--- config.mk ---
export PLATFORM = sky130hd
export DESIGN_NAME = car_mode_sequencer
export DESIGN_NICKNAME = d
export VERILOG_FILES = /design/src/rtl/car_mode_pkg.sv /design/src/rtl/track_debounce.sv /design/src/rtl/car_mode_sequencer.sv
export SDC_FILE = /design/constraint.sdc
export NUM_CORES = 1
export LEC_CHECK = 0
export CAP_MARGIN = 30
export CORE_AREA = 2 2 125 127
export DETAILED_ROUTE_END_ITERATION = 12
export DIE_AREA = 0 0 127 129
export GPL_TIMING_DRIVEN = 0
export SETUP_SLACK_MARGIN = 0.1
export SYNTH_ARGS = -nofsm -noshare
export SYNTH_HDL_FRONTEND = slang
export SYNTH_SLANG_ARGS = --single-unit
--- constraint.sdc ---
create_clock -name clk -period 3.5 [get_ports clk]
set_input_delay 0.525 -clock clk [delete_from_list [all_inputs] [get_ports clk]]
set_output_delay 0.525 -clock clk [all_outputs]
set_load 0.005 [all_outputs]
--- src/rtl/car_mode_pkg.sv ---
// Shared encodings for the line-following car drive path.
// Mode codes are also decoded by the motor block, so keep these values stable.
// Optional feature macro used by this slice: TRACK_DEBOUNCE_EN (see car_mode_sequencer).
package car_mode_pkg;

  localparam logic [4:0] MODE_CODE_IDLE     = 5'd0;
  localparam logic [4:0] MODE_CODE_START    = 5'd1;
  localparam logic [4:0] MODE_CODE_COUNT    = 5'd2;
  localparam logic [4:0] MODE_CODE_STRAIGHT = 5'd3;
  localparam logic [4:0] MODE_CODE_CHOOSE   = 5'd4;
  localparam logic [4:0] MODE_CODE_LEFT     = 5'd5;
  localparam logic [4:0] MODE_CODE_RIGHT    = 5'd6;
  localparam logic [4:0] MODE_CODE_BACK     = 5'd7;
  localparam logic [4:0] MODE_CODE_STOP     = 5'd8;
  localparam logic [4:0] MODE_CODE_ERROR    = 5'd31;

  typedef enum logic [4:0] {
    MODE_IDLE     = MODE_CODE_IDLE,
    MODE_START    = MODE_CODE_START,
    MODE_COUNT    = MODE_CODE_COUNT,
    MODE_STRAIGHT = MODE_CODE_STRAIGHT,
    MODE_CHOOSE   = MODE_CODE_CHOOSE,
    MODE_LEFT     = MODE_CODE_LEFT,
    MODE_RIGHT    = MODE_CODE_RIGHT,
    MODE_BACK     = MODE_CODE_BACK,
    MODE_STOP     = MODE_CODE_STOP,
    MODE_ERROR    = MODE_CODE_ERROR
  } mode_t;

  localparam logic [1:0] ROUTE_STRAIGHT = 2'b00;
  localparam logic [1:0] ROUTE_LEFT     = 2'b01;
  localparam logic [1:0] ROUTE_RIGHT    = 2'b10;
  localparam logic [1:0] ROUTE_STOP     = 2'b11;

  localparam logic [1:0] ERR_NONE         = 2'b00;
  localparam logic [1:0] ERR_TURN_TIMEOUT = 2'b01;
  localparam logic [1:0] ERR_RETRY        = 2'b10;

  // Larger of two integers, used to size the shared timer from the timing parameters.
  function automatic int max_of(input int a, input int b);
    return (a > b) ? a : b;
  endfunction

endpackage

--- src/rtl/track_debounce.sv ---
// Per-bit debouncer for the line tracker: a bit only changes at the output once
// the same new value has been seen on DEPTH consecutive samples. DEPTH must be >= 3.
// Only compiled when TRACK_DEBOUNCE_EN is defined.
`ifdef TRACK_DEBOUNCE_EN
module track_debounce #(
  parameter int WIDTH = 3,
  parameter int DEPTH = 4
) (
  input  logic             clk,
  input  logic             rst,
  input  logic [WIDTH-1:0] din,
  output logic [WIDTH-1:0] dout
);

  logic [DEPTH-2:0][WIDTH-1:0] hist;
  logic [WIDTH-1:0]            stable;

  // A bit is stable when the current sample matches every one of the held samples.
  always_comb begin
    stable = '1;
    for (int k = 0; k < DEPTH-1; k++) begin
      stable = stable & ~(hist[k] ^ din);
    end
  end

  // Shift the sample history and let only stable bits through to the output.
  always_ff @(posedge clk) begin
    if (rst) begin
      hist <= '0;
      dout <= '0;
    end else begin
      hist <= {hist[DEPTH-3:0], din};
      dout <= (dout & ~stable) | (din & stable);
    end
  end

endmodule
`endif

--- src/rtl/car_mode_sequencer.sv ---
// Drive sequencer for the line-following car: turns tracker and obstacle inputs
// into the 5-bit mode code consumed by the motor block.
// Build option: define TRACK_DEBOUNCE_EN to insert a 4-sample per-bit debouncer
// on the tracker after the sampling register (adds latency to track decisions).
module car_mode_sequencer
  import car_mode_pkg::*;
#(
  parameter int START_DLY  = 100_000_000,
  parameter int TURN_MIN   = 5_000_000,
  parameter int TURN_MAX   = 200_000_000,
  parameter int CHOOSE_CYC = 20_000_000,
  parameter int LOST_CYC   = 10_000_000,
  parameter int BACK_CYC   = 30_000_000,
  parameter int RETRY_MAX  = 3,
  parameter int CLEAR_CYC  = 50_000_000
) (
  input  logic       clk,
  input  logic       rst,
  input  logic       start,
  input  logic [2:0] track,
  input  logic       obstacle,
  input  logic [1:0] route,
  output logic [4:0] mode,
  output logic [7:0] node_cnt,
  output logic       node_tick,
  output logic [1:0] err_code
);

  localparam int MAX_P = max_of(max_of(max_of(START_DLY, TURN_MIN), max_of(TURN_MAX, CHOOSE_CYC)),
                                max_of(max_of(LOST_CYC, BACK_CYC), CLEAR_CYC));
  localparam int TW = $clog2(MAX_P + 1);
  localparam int RW = $clog2(RETRY_MAX + 1);

  // Exit thresholds: a state that compares timer >= N-1 lasts exactly N cycles.
  localparam logic [TW-1:0] LIM_START  = TW'(START_DLY - 1);
  localparam logic [TW-1:0] LIM_TMIN   = TW'(TURN_MIN - 1);
  localparam logic [TW-1:0] LIM_TMAX   = TW'(TURN_MAX - 1);
  localparam logic [TW-1:0] LIM_CHOOSE = TW'(CHOOSE_CYC - 1);
  localparam logic [TW-1:0] LIM_LOST   = TW'(LOST_CYC - 1);
  localparam logic [TW-1:0] LIM_BACK   = TW'(BACK_CYC - 1);
  localparam logic [TW-1:0] LIM_CLEAR  = TW'(CLEAR_CYC - 1);
  localparam logic [RW-1:0] RETRY_LIM  = RW'(RETRY_MAX);

  mode_t         state;
  mode_t         state_next;
  logic [2:0]    track_q;
  logic [2:0]    track_seen;
  logic          obstacle_q;
  logic [1:0]    route_q;
  logic [TW-1:0] timer;
  logic [TW-1:0] lost_cnt;
  logic [TW-1:0] clear_cnt;
  logic [RW-1:0] retry_cnt;
  logic          stop_term;
  logic          reenter;
  logic          choose_exit;
  logic          turn_done;
  logic          term_set;
  logic [1:0]    err_set;
  logic          back_entry;

  // Register the asynchronous-world sensor and route inputs once before use.
  always_ff @(posedge clk) begin
    if (rst) begin
      track_q    <= '0;
      obstacle_q <= 1'b0;
      route_q    <= '0;
    end else begin
      track_q    <= track;
      obstacle_q <= obstacle;
      route_q    <= route;
    end
  end

`ifdef TRACK_DEBOUNCE_EN
  track_debounce #(
    .WIDTH (3),
    .DEPTH (4)
  ) u_track_debounce (
    .clk  (clk),
    .rst  (rst),
    .din  (track_q),
    .dout (track_seen)
  );
`else
  assign track_seen = track_q;
`endif

  // State register; the mode output is the state itself.
  always_ff @(posedge clk) begin
    if (rst) begin
      state <= MODE_IDLE;
    end else begin
      state <= state_next;
    end
  end

  // Next-state decision plus the one-cycle event flags that go with each transition.
  always_comb begin
    state_next  = state;
    reenter     = 1'b0;
    choose_exit = 1'b0;
    turn_done   = 1'b0;
    term_set    = 1'b0;
    err_set     = ERR_NONE;
    case (state)
      MODE_IDLE: begin
        if (start) state_next = MODE_START;
      end
      MODE_START: begin
        state_next = MODE_COUNT;
      end
      MODE_COUNT: begin
        if (timer >= LIM_START) state_next = MODE_STRAIGHT;
      end
      MODE_STRAIGHT: begin
        if (obstacle_q) begin
          state_next = MODE_STOP;
        end else if (track_seen == 3'b111) begin
          state_next = MODE_CHOOSE;
        end else if (track_seen == 3'b000 && lost_cnt >= LIM_LOST) begin
          state_next = MODE_BACK;
        end else if (track_seen == 3'b100 || track_seen == 3'b110) begin
          state_next = MODE_LEFT;
        end else if (track_seen == 3'b001 || track_seen == 3'b011) begin
          state_next = MODE_RIGHT;
        end
      end
      MODE_LEFT, MODE_RIGHT: begin
        if (obstacle_q) begin
          state_next = MODE_STOP;
        end else if (timer >= LIM_TMIN && track_seen == 3'b010) begin
          state_next = MODE_STRAIGHT;
          turn_done  = 1'b1;
        end else if (timer >= LIM_TMAX) begin
          state_next = MODE_ERROR;
          err_set    = ERR_TURN_TIMEOUT;
        end
      end
      MODE_CHOOSE: begin
        if (obstacle_q) begin
          state_next = MODE_STOP;
        end else if (timer >= LIM_CHOOSE) begin
          choose_exit = 1'b1;
          case (route_q)
            ROUTE_STRAIGHT: state_next = MODE_STRAIGHT;
            ROUTE_LEFT:     state_next = MODE_LEFT;
            ROUTE_RIGHT:    state_next = MODE_RIGHT;
            ROUTE_STOP: begin
              state_next = MODE_STOP;
              term_set   = 1'b1;
            end
          endcase
        end
      end
      MODE_BACK: begin
        if (timer >= LIM_BACK) begin
          if (track_seen != 3'b000) begin
            state_next = MODE_STRAIGHT;
          end else if (retry_cnt >= RETRY_LIM) begin
            state_next = MODE_ERROR;
            err_set    = ERR_RETRY;
          end else begin
            reenter = 1'b1;
          end
        end
      end
      MODE_STOP: begin
        if (!stop_term && !obstacle_q && clear_cnt >= LIM_CLEAR) state_next = MODE_STRAIGHT;
      end
      MODE_ERROR: begin
        state_next = MODE_ERROR;
      end
      default: begin
        state_next = MODE_IDLE;
      end
    endcase
  end

  // Mode code straight from the state register.
  always_comb begin
    mode = state;
  end

  assign back_entry = (state_next == MODE_BACK) && ((state != MODE_BACK) || reenter);

  // Shared state timer, lost-line run, obstacle-clear run and retry count.
  // Timers saturate so long waits in IDLE/ERROR/terminal STOP never wrap.
  always_ff @(posedge clk) begin
    if (rst) begin
      timer     <= '0;
      lost_cnt  <= '0;
      clear_cnt <= '0;
      retry_cnt <= '0;
    end else begin
      if (state_next != state || reenter) begin
        timer <= '0;
      end else if (timer != '1) begin
        timer <= timer + TW'(1);
      end

      if (state == MODE_STRAIGHT && state_next == MODE_STRAIGHT && track_seen == 3'b000) begin
        lost_cnt <= lost_cnt + TW'(1);
      end else begin
        lost_cnt <= '0;
      end

      if (state == MODE_STOP && state_next == MODE_STOP && !obstacle_q) begin
        if (clear_cnt != '1) clear_cnt <= clear_cnt + TW'(1);
      end else begin
        clear_cnt <= '0;
      end

      if (turn_done) begin
        retry_cnt <= '0;
      end else if (back_entry && retry_cnt != RETRY_LIM) begin
        retry_cnt <= retry_cnt + RW'(1);
      end
    end
  end

  // Intersection counter, node pulse, latched error cause and terminal-stop flag.
  always_ff @(posedge clk) begin
    if (rst) begin
      node_cnt  <= '0;
      node_tick <= 1'b0;
      err_code  <= ERR_NONE;
      stop_term <= 1'b0;
    end else begin
      node_tick <= choose_exit;
      if (choose_exit) node_cnt <= node_cnt + 8'd1;
      if (err_set != ERR_NONE) err_code <= err_set;
      if (term_set) stop_term <= 1'b1;
    end
  end

endmodule

==> flow_summary.yaml <==
setup_path:
  cp_slowest_stage_delay_ns: 0.57
  crit_cells: 11
  cp_common_cell: "buf_6"
  end_kind: "flip-flop"
  worstPathArrival_ns: 3.57
  path_cells: "buf_2, or4_1, or3_1, o311a_1, nor3_4, a211o_1, o21ai_0, a221o_1, buf_6, buf_6, nor3_2"
  critPathBufInv: 3
  cp_slowest_cell: "or4_1"
  critical_path.top_delay_family: "simple AND/OR/NAND/NOR gates"
  reg2reg_from: "timer[12]"
  crit_path_start_kind: "flip-flop"
  rrSetupSlack_ns: 0.21
  crit_type: "reg -> reg"
  crit_fanout: 10
  worstPathRequired_ns: 3.78
  reg2reg_depth: 11
  r2r-end: "timer[18]"
sta:
  maxSlewViolCount: 0
  timing.final.crit_period_ns: 3.292
  whs_ns: 0.4639
  rsz0062_at_grt: "false"
  finalHoldViolCount: 0
  relSlewSlack: 0.5989
  fin_skew_ns: 0.01065
  fin_tns_setup_ns: 0
  setup_viol: 0
  tightest_slew_ns: 0.5961
  max_freq_mhz: 303.8
  period_share: 0.9406
global_route:
  grt_pass1_vias: 4887
  grt_max_degree: 20
  grt_pass1_wl_mm: 23.47
  overflow: 0
  antenna_found_initial: 0
  grt_usage: 0.1748
floorplan:
  fp.dieH_microns: 129
  dieWidth_microns: 127
  die_area_sq_um: 16380
  row_count: 45
  design.core.area_sq_um: 14980
  ios: 25
  start_util: 0.3972
detailed_routing:
  drc: 0
  drtAntennaViolNets: 0
  routedWlPerCell_microns: 15.15
  vias_per_cell: 5.584
  vias: 5266
  first_pass_iters: 4
  drt-initial-drc-count: 229
  wirelength_mm: 14.29
finish:
  nFillCells: 1475
  final_layout_size_suffix_gt1_frac: 0.1060
  num_antenna_cells: 0
  fin_cells: 943
  syn_to_final_growth_pct: 15.31
  final_nets: 769
logic_synthesis:
  ys.warnings.count: 0
  netlist_instances: 712
  synth_area_sq_um: 5948
  ys.flop_type: "dfxtp_1"
  synthArstFlopShare: 0
  syn-mean-instance-area_sq_um: 8.354
  yosysSeqAreaShare: 0.3668
  yosys.cell_types.count: 67
  synth_edf_count: 0
  synth-seq-cells: 109
power:
  leakagePower_nw: 2.329
  seqPwrFrac: 0.501
  ir_drop_v: 0.0002693
  p_comb_frac: 0.046
  p_per_area_nw_per_um2: 365.7
  intPower_mw: 1.934
  power.net_switching_uw: 574.5
  clockPowerShare: 0.454
  switching_share: 0.2290
cts:
  htreeDepth: 3
  clock-sinks: 109
  cts_tree: "built"
  clk_pin_slew_ns: 0.07
  cts_made_buffers: 9
  clk_latency_ns: 0.36
  cts-root-buf: "clkbuf_16"
  ctsLongestPathBuffers: 2
placement:
  place_inst: 926
  hpwl_mm: 10.26
  gp_congestion: 0.9624
  io_buffers: 23
min_path:
  holdCritStartpoint: "err_code[0]"
  worstHoldPathCells: 2
  holdPathEnd: "err_code[0]"
  hold_path_class: "reg -> reg"
job:
  drv_cap: 0
status:
  status: "completed"
-- cells in the final DEF, fill, tap and decap left out, drive strengths merged, types with 9 or more instances in the layout --
master / Yosys / layout
nand2: 47 / 47
nand4: 20 / 20
clkdlybuf4s50: 0 / 23
o21ai: 19 / 19
a21oi: 15 / 15
xor2: 43 / 43
nor2: 109 / 109
and3: 20 / 20
nand3: 44 / 44
and4: 9 / 9
nor2b: 10 / 10
dfxtp: 109 / 109
buf: 18 / 18
inv: 13 / 16
xnor2: 33 / 33
clkbuf: 21 / 31
ha: 10 / 10
nor3: 46 / 46
or3: 12 / 12
nor4: 16 / 16
-- cell usage after synthesis (3+ instances only) --
master,count,area share
dfxtp_1,109,0.37
nor2_1,109,0.069
nand2_1,47,0.030
nand3_1,44,0.037
xor2_1,43,0.063
xnor2_1,33,0.049
nor3_1,24,0.020
nor3_2,22,0.037
clkbuf_1,21,0.013
and3_1,20,0.021
nand4_1,20,0.021
o21ai_0,17,0.014
a21oi_1,15,0.013
nor4_1,15,0.016
inv_1,13,0.0082
or3_1,12,0.013
buf_2,10,0.0084
ha_1,10,0.021
nor2b_1,10,0.011
and4_1,9,0.013
or4_1,7,0.0088
and2_1,6,0.0063
buf_6,6,0.011
mux2i_1,6,0.010
nand2b_1,6,0.0063
a211oi_1,4,0.0050
a21o_1,4,0.0050
nor4b_1,4,0.0059
o211ai_1,4,0.0050
or2_2,4,0.0042
a31oi_1,3,0.0032
nand3b_1,3,0.0038
nand4b_1,3,0.0044
o211a_1,3,0.0050
-- layout make-up --
| cell class | count | area (sq um) | area share |
|---|---|---|---|
| repair buffers | 26 | 252.7 | 0.03685 |
| well taps | 188 | 235.2 | 0.03429 |
| clock inverters | 7 | 105.1 | 0.01532 |
| flip-flops and latches | 109 | 2182 | 0.3181 |
| multi-input cells | 554 | 3606 | 0.5257 |
| clock buffers | 9 | 225.2 | 0.03283 |
| plain buffers | 37 | 203.9 | 0.02973 |
| inverters | 13 | 48.80 | 0.007114 |
-- what timing repair did --
item                                    4_1_cts  5_1_grt
endpoints found under the setup margin       12       68
pin swaps                                     0        3
setup buffers                                 0        3
gates resized for setup                       2       15
hold buffers                                  0        0
-- kinds of logic (layout without fill, tap and decap cells) --
family / count (synthesis) / count (layout) / synth area share
flip-flops: 109 / 109 / 0.3668
buffers and inverters: 52 / 92 / 0.04249
AND/OR/NAND/NOR: 377 / 377 / 0.3507
XOR/XNOR: 76 / 76 / 0.1119
other: 1 / 4 / 0.0006304
multiplexers: 6 / 6 / 0.01010
AO/OA/AOI/OAI: 81 / 81 / 0.09635
adder cells (fa/ha/maj): 10 / 10 / 0.02103
-- worst max path at each step --
stage,from,endpoint
5_1_grt,timer[12],lost_cnt[14]
6_report,timer[12],timer[18]
3_5_place_dp,timer[20],clear_cnt[9]
2_1_floorplan,timer[25],timer[10]
3_3_place_gp,timer[19],timer[18]
4_1_cts,timer[4],timer[18]
-- state kept, by name (all words and copies together) (netlist names) --
name,flops
clear_cnt,28
lost_cnt,28
timer,28
node_cnt,8
mode,5
track_q,3
err_code,2
retry_cnt,2
route_q,2
node_tick,1
obstacle_q,1
stop_term,1
-- stage by stage --
step             util  instance area (sq um)  setup slack (ns)  total power [mW]
3_5_place_dp   0.4290                   6425            0.1212             1.397
2_1_floorplan       -                   5959            0.6126             1.364
4_1_cts        0.4519                   6768            0.1171             2.531
6_report       0.4580                   6859            0.2081             2.509
3_3_place_gp   0.4290                   6425            0.1345             1.394
5_1_grt        0.4580                   6859           0.07978             2.604
-- worst register-to-register path: cells and delay by family, from the launching register on --
family / cells / cell delay [ns]
AO/OA/AOI/OAI: 4 / 1.08
buffers and inverters: 3 / 0.49
flip-flops: 1 / 0.30
AND/OR/NAND/NOR: 4 / 1.37
-- power groups by stage --
stage | sequential [mW] | combinational, mW | clock [mW]
2_1_floorplan | 1.28 | 0.0800 | 0
3_3_place_gp | 1.29 | 0.109 | 0
3_5_place_dp | 1.29 | 0.112 | 0
4_1_cts | 1.26 | 0.112 | 1.16
5_1_grt | 1.26 | 0.125 | 1.22
6_report | 1.26 | 0.114 | 1.14
-- routing by layer --
layer | up-vias | wire (microns) | GRT usage
li1 | 2591 | - | -
met1 | 2493 | 6627 | 0.2336
met2 | 151 | 6609 | 0.2824
met3 | 31 | 731 | 0.03825
met4 | 0 | 320 | 0.05753
met5 | - | 0 | 0
(Power assumes the default switching activity.)
